===== config.mk =====
export PLATFORM = sky130hd
export DESIGN_NAME = rom_loader
export DESIGN_NICKNAME = d
export VERILOG_FILES = /design/src/rtl/rom_loader_pkg.sv /design/src/rtl/rom_loader_packer.sv /design/src/rtl/rom_loader.sv
export SDC_FILE = /design/constraint.sdc
export NUM_CORES = 1
export LEC_CHECK = 0
export BUFFER_PORTS_ARGS = -buffer_cell sky130_fd_sc_hd__buf_2
export CELL_PAD_IN_SITES_DETAIL_PLACEMENT = 0
export CELL_PAD_IN_SITES_GLOBAL_PLACEMENT = 1
export CORE_MARGIN = 2
export CORE_UTILIZATION = 44
export DETAILED_ROUTE_END_ITERATION = 7
export PLACE_DENSITY = 0.84
export SLEW_MARGIN = 20
export SYNTH_ARGS = -nofsm -noshare
export SYNTH_HDL_FRONTEND = slang
export SYNTH_SLANG_ARGS = --single-unit
export TNS_END_PERCENT = 30

===== constraint.sdc =====
create_clock -name clk -period 4.1 [get_ports clk]
set_input_delay 0.205 -clock clk [delete_from_list [all_inputs] [get_ports clk]]
set_output_delay 0.205 -clock clk [all_outputs]
set_load 0.01 [all_outputs]

===== src/rtl/rom_loader_pkg.sv =====
`default_nettype none
// +----------------------------------------------------------------------+
// | rom_loader_pkg                                                        |
// | Shared constants for the boot ROM loader: state codes, frame field    |
// | size and byte-index width.                                            |
// | Rev 1.0 - initial release                                             |
// +----------------------------------------------------------------------+
package rom_loader_pkg;

  // Header and checksum fields are each one 32-bit word, sent as 4 bytes.
  localparam int FIELD_BYTES = 4;
  localparam int BYTE_IDX_W  = 2;

  // Loader state codes.
  localparam logic [2:0] ST_IDLE = 3'd0;
  localparam logic [2:0] ST_LEN  = 3'd1;
  localparam logic [2:0] ST_DATA = 3'd2;
  localparam logic [2:0] ST_CSUM = 3'd3;
  localparam logic [2:0] ST_DONE = 3'd4;
  localparam logic [2:0] ST_ERR  = 3'd5;

  // A frame is in progress in LEN, DATA and CSUM.
  function automatic logic is_busy(input logic [2:0] st);
    return (st == ST_LEN) || (st == ST_DATA) || (st == ST_CSUM);
  endfunction

endpackage
`default_nettype wire


===== src/rtl/rom_loader_packer.sv =====
`default_nettype none
// +----------------------------------------------------------------------+
// | byte_packer                                                           |
// | Little-endian 4-byte to 32-bit word assembler. The completed word and |
// | its word_valid strobe are presented combinationally in the cycle the  |
// | 4th byte arrives so the owner can register the result one cycle later.|
// | Rev 1.0 - initial release                                             |
// +----------------------------------------------------------------------+
module byte_packer
  import rom_loader_pkg::*;
(
  input  logic        clk,
  input  logic        rst,
  input  logic        clear,
  input  logic        byte_valid,
  input  logic [7:0]  byte_in,
  output logic [31:0] word,
  output logic        word_valid
);

  localparam logic [BYTE_IDX_W-1:0] LAST_IDX = BYTE_IDX_W'(FIELD_BYTES - 1);

  logic [BYTE_IDX_W-1:0] r_idx;
  logic [23:0]           r_hold;

  // Byte index: advances per byte, wraps 3->0 at each completed word.
  always_ff @(posedge clk) begin
    if (rst || clear) begin
      r_idx <= '0;
    end else if (byte_valid) begin
      r_idx <= r_idx + 1'b1;
    end
  end

  // Hold the lower three bytes until the top byte completes the word.
  always_ff @(posedge clk) begin
    if (rst) begin
      r_hold <= '0;
    end else if (byte_valid && !clear) begin
      case (r_idx)
        2'd0:    r_hold[7:0]   <= byte_in;
        2'd1:    r_hold[15:8]  <= byte_in;
        2'd2:    r_hold[23:16] <= byte_in;
        default: r_hold        <= r_hold;
      endcase
    end
  end

  assign word       = {byte_in, r_hold};
  assign word_valid = byte_valid && !clear && (r_idx == LAST_IDX);

endmodule
`default_nettype wire


===== src/rtl/rom_loader.sv =====
`default_nettype none
// +----------------------------------------------------------------------+
// | rom_loader                                                            |
// | Boot-time ROM write initiator: receives a framed byte stream (length, |
// | payload words, checksum), writes each word to the ROM, holds the CPU  |
// | in reset while loading and reports done or error.                     |
// | Rev 1.0 - initial release                                             |
// +----------------------------------------------------------------------+
module rom_loader
  import rom_loader_pkg::*;
#(
  parameter int unsigned DEPTH     = 4096,
  parameter logic [31:0] ADDR_BASE = 32'h0,
  parameter int unsigned TIMEOUT   = 1_000_000
) (
  input  logic        clk,
  input  logic        rst,
  input  logic        start_i,
  input  logic        byte_valid_i,
  input  logic [7:0]  byte_i,
  output logic        byte_ready_o,
  output logic        we_o,
  output logic [31:0] addr_o,
  output logic [31:0] data_o,
  output logic        busy_o,
  output logic        done_o,
  output logic        err_o,
  output logic        cpu_hold_o,
  output logic [31:0] word_cnt_o
);

  localparam logic [31:0] DEPTH_W      = 32'(DEPTH);
  localparam logic [31:0] TIMEOUT_LAST = 32'(TIMEOUT - 1);

  logic [2:0]  r_state;
  logic [31:0] r_len;
  logic [31:0] r_sum;
  logic [31:0] r_next_addr;
  logic [31:0] r_word_cnt;
  logic [31:0] r_to_cnt;
  logic        r_cpu_hold;

  logic        w_busy;
  logic        w_accept;
  logic        w_start;
  logic        w_timeout;
  logic        w_clear;
  logic [31:0] w_word;
  logic        w_word_valid;
  logic        w_len_ok;
  logic        w_data_word;
  logic        w_last_word;
  logic        w_csum_ok;

  assign w_busy    = is_busy(r_state);
  assign w_accept  = w_busy && byte_valid_i;
  assign w_start   = !w_busy && start_i;
  // An accepted byte in the expiry cycle wins over the timeout.
  assign w_timeout = w_busy && !byte_valid_i && (r_to_cnt == TIMEOUT_LAST);
  // Start and timeout both discard any partially assembled word.
  assign w_clear   = w_start || w_timeout;

  byte_packer u_packer (
    .clk        (clk),
    .rst        (rst),
    .clear      (w_clear),
    .byte_valid (w_accept),
    .byte_in    (byte_i),
    .word       (w_word),
    .word_valid (w_word_valid)
  );

  assign w_len_ok    = (w_word != 32'd0) && (w_word <= DEPTH_W);
  assign w_data_word = (r_state == ST_DATA) && w_word_valid;
  assign w_last_word = (r_word_cnt + 32'd1) == r_len;
  assign w_csum_ok   = (w_word == r_sum);

  // Inter-byte idle counter; only meaningful while a frame is in progress.
  always_ff @(posedge clk) begin
    if (rst) begin
      r_to_cnt <= '0;
    end else if (!w_busy || w_accept || w_timeout) begin
      r_to_cnt <= '0;
    end else begin
      r_to_cnt <= r_to_cnt + 32'd1;
    end
  end

  // Frame sequencing: length check, payload count, checksum verdict.
  always_ff @(posedge clk) begin
    if (rst) begin
      r_state <= ST_IDLE;
      r_len   <= '0;
    end else begin
      case (r_state)
        ST_IDLE, ST_DONE, ST_ERR: begin
          if (start_i) begin
            r_state <= ST_LEN;
          end
        end
        ST_LEN: begin
          if (w_timeout) begin
            r_state <= ST_ERR;
          end else if (w_word_valid) begin
            r_len   <= w_word;
            r_state <= w_len_ok ? ST_DATA : ST_ERR;
          end
        end
        ST_DATA: begin
          if (w_timeout) begin
            r_state <= ST_ERR;
          end else if (w_word_valid && w_last_word) begin
            r_state <= ST_CSUM;
          end
        end
        ST_CSUM: begin
          if (w_timeout) begin
            r_state <= ST_ERR;
          end else if (w_word_valid) begin
            r_state <= w_csum_ok ? ST_DONE : ST_ERR;
          end
        end
        default: r_state <= ST_IDLE;
      endcase
    end
  end

  // ROM write port: one-cycle strobe, address/data held until the next write.
  always_ff @(posedge clk) begin
    if (rst) begin
      we_o        <= 1'b0;
      addr_o      <= '0;
      data_o      <= '0;
      r_next_addr <= '0;
    end else begin
      we_o <= w_data_word;
      if (w_start) begin
        r_next_addr <= ADDR_BASE;
      end else if (w_data_word) begin
        addr_o      <= r_next_addr;
        data_o      <= w_word;
        r_next_addr <= r_next_addr + 32'd4;
      end
    end
  end

  // Word count and running checksum, restarted with each new frame.
  always_ff @(posedge clk) begin
    if (rst) begin
      r_word_cnt <= '0;
      r_sum      <= '0;
    end else if (w_start) begin
      r_word_cnt <= '0;
      r_sum      <= '0;
    end else if (w_data_word) begin
      r_word_cnt <= r_word_cnt + 32'd1;
      r_sum      <= r_sum + w_word;
    end
  end

  // CPU hold: raised when a load starts, released only by a good checksum.
  always_ff @(posedge clk) begin
    if (rst) begin
      r_cpu_hold <= 1'b0;
    end else if (w_start) begin
      r_cpu_hold <= 1'b1;
    end else if ((r_state == ST_CSUM) && w_word_valid && w_csum_ok) begin
      r_cpu_hold <= 1'b0;
    end
  end

  assign byte_ready_o = w_busy;
  assign busy_o       = w_busy;
  assign done_o       = (r_state == ST_DONE);
  assign err_o        = (r_state == ST_ERR);
  assign cpu_hold_o   = r_cpu_hold;
  assign word_cnt_o   = r_word_cnt;

endmodule
`default_nettype wire


==> run metrics, run 1 <==
status completed; post-route ant nets 0; Seq pwr share 0.466; antenna violations before repair 0; #FFs+latches synth 251; gr ovfl total 0; synthesized cell area 12300 um^2; crit path to r_state[0]$_SDFFE_PP0P_; H-tree depth 1; Avg Cell Area, Syn 7.76 um^2; CTS tree done; CP cell instances ha_1 -> nand3_2 -> or4_4 -> or4_1 -> xnor2_1 -> a2111oi_0 -> o2111a_2 -> o21ai_1 -> a32o_1; Net Sw Power 1.20 mW; CTS sink cnt 251; CP max stage delay 630 ps; TritonRoute pass-1 iters 5; post-CTS sizing 0; cts bufs inserted 29; Post-Synthesis Cells 1583; clock share of power 0.494; Final #Nets 1697; slew margin rel. 0.277; WL final 33.1 mm; GPL Wtd Cong 0.905; RSZ-0062 raised after global routing false; CP max-delay cell or4_1; Via-to-Cell Ratio 5.37; R2R Setup Slk 680 ps; clock-pin slew on the worst setup and hold paths 60 ps; first-pass GRT wire length 53.2 mm; core area 27600 um^2; critical path class flip-flop to flip-flop; Syn. warnings 0; vias in the first global route 9975; ys async rst share 0; Pint 4.09 mW; maximum VDD drop 0.327 mV; Yosys cell types 68; critical path capture point type flip-flop; clock latency at the later pin of the worst-skew pair 550 ps; actual slew at the worst max-slew pin 1080 ps; Final setup violation count 0; critical path required time 4530 ps; FP Rows 61; Sw Share 0.227; clock root buffer clkbuf_16; Crit path buffers/inverters 0; DR DRC count 0; Crit Path Max Fanout 7; Layout area overhead 14.8%; Leak 5.27 nW; hold_buf cts 0; Worst R2R Start word_cnt_o[0]$_SDFFE_PP0P_; largest net degree at the start of global routing 85; layout cell share with drive strength beyond 1 0.119; Slew Limit Fails 0; CTS max path bufs 3; Worst R2R Path Depth 9; CP top delay family simple AND/OR/NAND/NOR gates; Power, Total 5.29 mW; Post-CTS Setup Bufs 0; GRT Util Overall 0.224; r2r endpoint r_state[0]$_SDFFE_PP0P_; WL/cell 16.2 um; Max Fclk 0.292 GHz; fin crit share 0.835; Post-synth EDFFs 0; Gate power share 0.040; Fin Setup TNS 0 ps; top_reg_cell synth dfxtp_1; Fill cells 2791; I/O Buffers 111; die height 171 um; P per Cell Area 375 nW/um^2; # IOs 114; worst setup path startpoint word_cnt_o[0]$_SDFFE_PP0P_; Worst Path Arrival 3860 ps; sequential area share after synthesis 0.409; MaxCap Viol Count 0; Die ar. 29300 um^2; die span in x 171 um; Iter 0 DRT Violations 895; worst min path class input port to flip-flop; Crit path depth 9; Post-DP HPWL 23.2 mm; Critical Path Start Type flip-flop; hold depth 3; via count 11000; ANT cells 0; clk_skew 13.9 ps; Starting Density 0.444; Period minus WS final 3420 ps; Hold Vio Cnt, Final 0
synthesized netlist by cell type (all sizes together), types with 25 or more instances:
library cell / n / area, um^2
xnor2: 86 / 753
nand2: 352 / 1320
dfxtp: 251 / 5020
nor4: 29 / 188
clkbuf: 93 / 350
ha: 38 / 475
xor2: 68 / 596
nor2: 146 / 556
nor3: 25 / 125
nand3: 80 / 405
nand4: 27 / 169
o21ai: 25 / 125
a21oi: 183 / 916
cells by family (layout without fill, tap and decap cells):
kind of cell / Yosys count / after routing / synth area share
buf+inv: 121 / 205 / 0.0384
simple gates: 730 / 730 / 0.266
fa+ha+maj: 39 / 39 / 0.0404
xor+xnor: 154 / 154 / 0.110
compound gates: 286 / 286 / 0.135
mux: 1 / 1 / 0.000815
flops: 251 / 251 / 0.409
other cells: 1 / 2 / 0.000305
placed cells by master (no fill, tap or decap), types with 3 or more instances in the layout:
| cell | netlist | layout |
|---|---|---|
| o21ai_0 | 24 | 24 |
| a21oi_1 | 183 | 183 |
| nor3b_1 | 3 | 3 |
| nand2b_1 | 4 | 4 |
| and2_1 | 8 | 8 |
| o2111ai_1 | 4 | 4 |
| clkbuf_8 | 0 | 9 |
| a31oi_1 | 10 | 10 |
| clkbuf_1 | 92 | 5 |
| nand2_1 | 352 | 351 |
| o211ai_1 | 4 | 4 |
| xor2_1 | 68 | 68 |
| nand3_1 | 79 | 79 |
| inv_1 | 19 | 19 |
| clkbuf_16 | 0 | 29 |
| buf_2 | 4 | 110 |
| o21bai_1 | 4 | 4 |
| or3_1 | 15 | 15 |
| a221oi_1 | 3 | 3 |
| or2_2 | 6 | 6 |
| ha_1 | 38 | 38 |
| clkinv_2 | 0 | 3 |
| clkinvlp_4 | 0 | 3 |
| and3_1 | 14 | 14 |
| xnor2_1 | 86 | 86 |
| nor4_1 | 28 | 27 |
| nand4_1 | 27 | 27 |
| a21o_1 | 13 | 13 |
| a211oi_1 | 9 | 9 |
| dfxtp_1 | 251 | 251 |
| o21a_1 | 5 | 5 |
| nor2_1 | 145 | 145 |
| and4_1 | 5 | 5 |
| nor3_1 | 25 | 24 |
| buf_4 | 3 | 23 |
| or4_1 | 5 | 5 |
how the worst min path moves through the flow:
| stage | start | to |
|---|---|---|
| 2_1_floorplan | byte_i[0] | r_len[24]$_SDFFE_PP0P_ |
| 3_3_place_gp | addr_o[13]$_SDFFE_PP0P_ | addr_o[13]$_SDFFE_PP0P_ |
| 3_5_place_dp | data_o[2]$_SDFFE_PP0P_ | data_o[2]$_SDFFE_PP0P_ |
| 4_1_cts | start_i | cpu_hold_o$_SDFFE_PP0P_ |
| 5_1_grt | start_i | cpu_hold_o$_SDFFE_PP0P_ |
| 6_report | start_i | cpu_hold_o$_SDFFE_PP0P_ |
layer usage:
metal / vias up / routed length [um] / GRT usage
met2: 233 / 14900 / 0.362
met4: 0 / 608 / 0.0435
met3: 43 / 1460 / 0.0271
met5: - / 0 / 0
met1: 5186 / 16100 / 0.322
li1: 5516 / - / -
power by group through the flow:
stage | sequential [mW] | clock (mW) | combinational, mW
3_5_place_dp | 2.52 | 0 | 0.211
2_1_floorplan | 2.51 | 0 | 0.141
5_1_grt | 2.47 | 2.77 | 0.230
6_report | 2.47 | 2.61 | 0.211
4_1_cts | 2.47 | 2.67 | 0.211
3_3_place_gp | 2.52 | 0 | 0.210
worst reg2reg max path, cell delays in order, from the launching register on:
cell	delay (ps)
dfxtp_1	440
ha_1	280
nand3_2	180
or4_4	600
or4_1	630
xnor2_1	190
a2111oi_0	370
o2111a_2	310
o21ai_1	70
a32o_1	240
final cells by class:
cell class                 instances  area (um^2)  area share
multi-input combinational       1212         6820       0.484
timing repair buffer             133          723      0.0513
tap                              378          473      0.0336
sequential                       251         5020       0.357
inverter                          19         71.3     0.00506
clock buffer                      43          868      0.0616
clock inverter                    10          115     0.00817
metrics by stage:
| step | util | std cells | setup slack [ps] | hold slack [ps] | cell area, um^2 |
|---|---|---|---|---|---|
| floorplan | - | 1584 | 923 | 341 | 12300 |
| global placement | 0.474 | 1993 | 722 | 440 | 13100 |
| detailed placement | 0.474 | 1993 | 681 | 444 | 13100 |
| CTS | 0.510 | 2046 | 663 | 19.7 | 14100 |
| global route | 0.510 | 2046 | 478 | 39.3 | 14100 |
| finish | 0.510 | 2046 | 676 | 39.7 | 14100 |
flip-flops by register name (all words and copies together) (netlist names):
| register | cells |
|---|---|
| r_state | 3 |
| word_cnt_o | 32 |
| data_o | 32 |
| u_packer.r_hold | 24 |
| r_to_cnt | 32 |
| r_sum | 32 |
| cpu_hold_o | 1 |
| r_next_addr | 30 |
| r_len | 32 |
| u_packer.r_idx | 2 |
| addr_o | 30 |
| we_o | 1 |
(Power assumes the default switching activity.)
==> run 2, diff against run 1 <==
--- a/config.mk
+++ b/config.mk
@@ -9,9 +9,9 @@
 export CELL_PAD_IN_SITES_DETAIL_PLACEMENT = 0
 export CELL_PAD_IN_SITES_GLOBAL_PLACEMENT = 1
 export CORE_MARGIN = 2
-export CORE_UTILIZATION = 44
+export CORE_UTILIZATION = 40
 export DETAILED_ROUTE_END_ITERATION = 7
-export PLACE_DENSITY = 0.84
+export PLACE_DENSITY = 0.8
 export SLEW_MARGIN = 20
 export SYNTH_ARGS = -nofsm -noshare
 export SYNTH_HDL_FRONTEND = slang
==> constraint.sdc (replaced) <==
create_clock -name clk -period 2.8 [get_ports clk]
set_input_delay 0.14 -clock clk [delete_from_list [all_inputs] [get_ports clk]]
set_output_delay 0.14 -clock clk [all_outputs]
set_load 0.01 [all_outputs]
==> run metrics, run 2 (synthesis gave the netlist of run 1 again) <==
CTS tree done; Cell Count Post-Placement 2129 (+6.8%); post-route ant nets 0 (unchanged); commonest non-fill, non-tap cells in the layout nand2_1 (350), dfxtp_1 (240), a21oi_1 (181), buf_4 (144), nor2_1 (142); H-tree depth 1 (unchanged); clock root buffer clkbuf_16; largest net degree at the start of global routing 78 (-8.2%); I/O Buffers 111 (unchanged); Crit Path Max Fanout 4 (-3); CP cell instances ha_4 -> nand3_4 -> or4_4 -> nor2_2 -> xnor2_1 -> or4_4 -> a2111oi_4 -> o2111a_2 -> o21ai_1 -> a32o_1; MaxCap Viol Count 0 (unchanged); Finished Core Util 0.505 (-0.00545); Period minus WS final 2770 ps (-659 ps); Place WS -106 ps (-787 ps); Most Crowded Layer GR met2; Fin Setup TNS 0 ps (unchanged); Post-DP HPWL 25.8 mm (+11%); CTS sink cnt 251 (unchanged); maximum VDD drop 0.398 mV (+22%); vias in the first global route 10800 (+7.9%); clock latency at the later pin of the worst-skew pair 550 ps (about the same); RSZ-0062 raised after global routing true; Fin Hold WS 19.6 ps (-20.1 ps); WL final 36.0 mm (+8.6%); cts bufs inserted 29 (unchanged); Layout area overhead 25.1%; slew margin rel. 0.286 (+0.00858); commonest non-fill, non-tap cell in the layout nand2_1; Critical Path Start Type flip-flop; Via-to-Cell Ratio 5.30 (-1.3%); critical path class flip-flop to flip-flop; die span in x 179 um (+4.8%); ANT cells 0 (unchanged); Power, Total 7.97 mW (+51%); P per Cell Area 519 nW/um^2 (+38%); Hold Vio Cnt, Final 0 (unchanged); CP max stage delay 480 ps (-150 ps); Iter 0 DRT Violations 834 (-6.8%); critical path capture point type flip-flop; actual slew at the worst max-slew pin 1070 ps (-10.3 ps); Final setup violation count 0 (unchanged); GRT Util Overall 0.221 (-0.00306); met1 GRT Util 0.302 (-0.0202); met3 usage 0.0324 (+0.00538); critical path required time 3250 ps (-1280 ps); Worst Path Arrival 3210 ps (-650 ps); worst min path class input port to flip-flop; Die ar. 32100 um^2 (+9.8%); Max Fclk 0.362 GHz (+24%); Leak 6.01 nW (+14%); met2 Use GR 0.362 (about the same); antenna violations before repair 0 (unchanged); via count 11600 (+5.6%); layout cell share with drive strength beyond 1 0.203 (+0.0836); core area 30400 um^2 (+10%); Starting Density 0.403 (-0.0409); fin crit share 0.988 (+0.152); GPL Wtd Cong 0.887 (-1.9%); Slew Limit Fails 0 (unchanged); clock-pin slew on the worst setup and hold paths 60 ps (about the same); CTS max path bufs 3 (unchanged); placed cell areas 14100 um^2 (+7.5%); FP Rows 64 (+4.9%); WL/cell 16.4 um (+1.4%); clk_skew 13.7 ps (-0.106 ps); CP max-delay cell or4_4; status completed; final instance area 15400 um^2 (+9.0%); die height 179 um (+4.8%); crit path setup slack, layout 34.8 ps (-641 ps); TritonRoute pass-1 iters 5 (unchanged); gr ovfl total 0 (unchanged); Final #Nets 1824 (+7.5%); # IOs 114 (unchanged); first-pass GRT wire length 57.0 mm (+7.3%); DR DRC count 0 (unchanged); CP dominant cell by count or4_4; Finished Layout Cells 2190 (+7.0%)
## run 2: area by class of cell
type                    instances  area, um^2
repair buffers                260        1710
flip-flops and latches        251        5060
fillers                      3011       15100
well taps                     396         495
multi-input cells            1212        7000
clock inverters                12         170
inverters                      19        71.3
clock buffers                  40         847
## run 2: timing repair
action | CTS | global route
hold buffers | 3 | 0
setup buffers | 1 | 5
endpoints found under the setup margin | 3 | 18
endpoints found under the hold margin | 25 | 0
pin swaps | 4 | 11
resized for setup | 4 | 38
## run 2: final timing paths
path / cells after the start / from / to / slack, ps
min: 3 / byte_valid_i / r_to_cnt[1]$_SDFF_PP0_ / 20
min reg2reg: 2 / addr_o[17]$_SDFFE_PP0P_ / addr_o[17]$_SDFFE_PP0P_ / 450
max: 10 / word_cnt_o[1]$_SDFFE_PP0P_ / r_state[0]$_SDFFE_PP0P_ / 30
max reg2reg: 10 / word_cnt_o[1]$_SDFFE_PP0P_ / r_state[0]$_SDFFE_PP0P_ / 30
## run 2: worst max-delay path, delay by kind of cell, from the launching register on
family	cells	cell delay [ps]
xor gates and xnor gates	1	70
AOI/OAI and AO/OA	4	930
adders and majority gates	1	150
DFF	1	360
and+or+nand+nor	4	1150
## run 2: per-layer routing
layer	share of wire	vias up
met5	0	-
met3	0.051	55
met4	0.024	0
met1	0.46	5505
li1	-	5763
met2	0.46	275
## run 2: power breakdown
group,total (mW),switching [mW],internal [mW]
combinational,0.371,0.254,0.118
clock,4.01,1.54,2.47
sequential,3.59,0.0135,3.58
total,7.97,1.81,6.17
==> run 3, diff against run 2 <==
==> constraint.sdc (replaced) <==
create_clock -name clk -period 2.25 [get_ports clk]
set_input_delay 0.1125 -clock clk [delete_from_list [all_inputs] [get_ports clk]]
set_output_delay 0.1125 -clock clk [all_outputs]
set_load 0.01 [all_outputs]
==> run metrics, run 3 (synthesis gave the netlist of run 1 again) <==
Slew Limit Fails 0 (unchanged); # IOs 114 (unchanged); Crit path buffers/inverters 1 (+1); layout cell share with drive strength beyond 1 0.288 (+0.0855); CP cell instances nand3_4 -> or4_4 -> buf_6 -> nor2_4 -> xnor2_1 -> or4_4 -> a2111oi_4 -> o2111a_2 -> o21ai_1 -> a32o_1; clk_skew 9.86 ps (-3.89 ps); clock-pin slew on the worst setup and hold paths 60 ps (about the same); WL/cell 16.4 um (-0.43%); Finished Core Util 0.547 (+0.0429); Worst R2R Start word_cnt_o[7]$_SDFFE_PP0P_; P per Cell Area 587 nW/um^2 (+13%); TritonRoute pass-1 iters 4 (-1); core area 30400 um^2 (unchanged); post-route ant nets 0 (unchanged); Iter 0 DRT Violations 656 (-21%); worst setup path startpoint word_cnt_o[7]$_SDFFE_PP0P_; Max Fclk 0.366 GHz (+1.3%); Leak 6.59 nW (+9.8%); HP Start rst; gr ovfl total 0 (unchanged); status finished with violations; actual slew at the worst max-slew pin 829 ps (-243 ps); clock root buffer clkbuf_16; antenna violations before repair 0 (unchanged); Period minus WS final 2730 ps (-35.9 ps); R2R Setup Slk -480 ps (-510 ps); Cell Count Post-Placement 2216 (+4.1%); RSZ-0062 raised after global routing true; Fill cells 2848 (-5.4%); crit path setup slack, layout -479 ps (-514 ps); Finished Layout Cells 2289 (+4.5%); Final setup violation count 23 (+23); Hold Vio Cnt, Final 0 (unchanged); commonest non-fill, non-tap cells in the layout nand2_1 (347), buf_4 (227), dfxtp_1 (225), a21oi_1 (165), nor2_1 (134); critical path class flip-flop to flip-flop; CP max stage delay 590 ps (+110 ps); CP dominant cell by count or4_4; GPL Wtd Cong 0.920 (+3.7%); Place WS -572 ps (-466 ps); failing checks negative setup slack; Starting Density 0.403 (unchanged); commonest non-fill, non-tap cell in the layout nand2_1; clock latency at the later pin of the worst-skew pair 540 ps (about the same); CTS sink cnt 251 (unchanged); Reg area 5070 um^2 (+0.37%); Worst R2R Path Depth 10 (unchanged); MaxCap Viol Count 0 (unchanged); ANT cells 0 (unchanged); CP max-delay cell or4_4; largest net degree at the start of global routing 81 (+3.8%); multi-input logic area 7500 um^2 (+7.2%); Fin Hold WS 43.3 ps (+23.7 ps); final instance area 16700 um^2 (+8.5%); Layout area overhead 35.7%; hold depth 2 (-1); maximum VDD drop 0.510 mV (+28%); Worst Path Arrival 3170 ps (-40 ps); CTS max path bufs 3 (unchanged); die height 179 um (unchanged); cts bufs inserted 28 (-3.4%); Die ar. 32100 um^2 (unchanged); I/O Buffers 111 (unchanged); worst min path class input port to flip-flop; die span in x 179 um (unchanged); Final #Nets 1922 (+5.4%); FP Rows 64 (unchanged); r2r endpoint r_state[0]$_SDFFE_PP0P_; GRT Util Overall 0.229 (+0.00820); CP top delay family simple AND/OR/NAND/NOR gates; vias in the first global route 11400 (+5.8%); critical path capture point type flip-flop; DR DRC count 0 (unchanged); Critical Path Start Type flip-flop; via count 11900 (+2.9%); Via-to-Cell Ratio 5.21 (-1.6%); H-tree depth 1 (unchanged); slew margin rel. 0.448 (+0.162); fin crit share 1.21 (+0.225); first-pass GRT wire length 58.7 mm (+2.9%); CTS tree done; Crit Path Max Fanout 4 (unchanged); WL final 37.4 mm (+4.1%); placed cell areas 14900 um^2 (+5.5%); Post-DP HPWL 26.9 mm (+4.3%); critical path required time 2690 ps (-560 ps); hold path endpoint r_state[1]$_SDFFE_PP0P_
[run 3: cell count changes in the layout (fill, tap and decap cells not counted), sizes merged]
cell      before  now
buf          257  356
bufinv         4    3
clkinv         6    7
clkinvlp       1    2
inv           20   19
[run 3: report_power, final]
| part | internal (mW) | leakage, nW | switching [mW] |
|---|---|---|---|
| clock | 2.92 | 0.482 | 1.87 |
| combinational | 0.178 | 4.07 | 0.342 |
| sequential | 4.46 | 2.04 | 0.0157 |
[run 3: how the worst max path moves through the flow]
stage / end / cells after the start
after detailed placement: r_state[0]$_SDFFE_PP0P_ / 10
after global placement: r_state[0]$_SDFFE_PP0P_ / 10
after floorplan: r_state[0]$_SDFFE_PP0P_ / 10
after global routing: r_state[0]$_SDFFE_PP0P_ / 13
final: r_state[0]$_SDFFE_PP0P_ / 10
after CTS: r_state[0]$_SDFFE_PP0P_ / 11
[run 3: through the flow]
stage	power [mW]	setup TNS, ps
final	9.78	-4900
after global routing	10.1	-7380
after CTS	9.87	-3810
after detailed placement	5.06	-7020
after global placement	5.06	-5750
after floorplan	4.84	-4110
[run 3: timing repair]
item                       4_1_cts  5_1_grt
hold endpoints to repair         9        0
gates resized for setup         70       79
hold buffers                     3        0
setup endpoints to repair       40       80
setup buffers                   11        9
pin swaps                       49       68
[run 3: metal layers]
metal  GRT usage  up-vias  wire (um)
met5           0        -          0
met2       0.388      251      17800
met1       0.296     5647      16800
met3      0.0382       65       1760
met4      0.0746        0       1060
li1            -     5969          -
[run 3: area by class of cell]
| cell class | count | area share |
|---|---|---|
| clock buffers | 40 | 0.0502 |
| clock inverters | 12 | 0.00841 |
| inverters | 19 | 0.00443 |
| multi-input cells | 1212 | 0.450 |
| flip-flops and latches | 251 | 0.305 |
| well taps | 396 | 0.0297 |
| repair buffers | 359 | 0.152 |
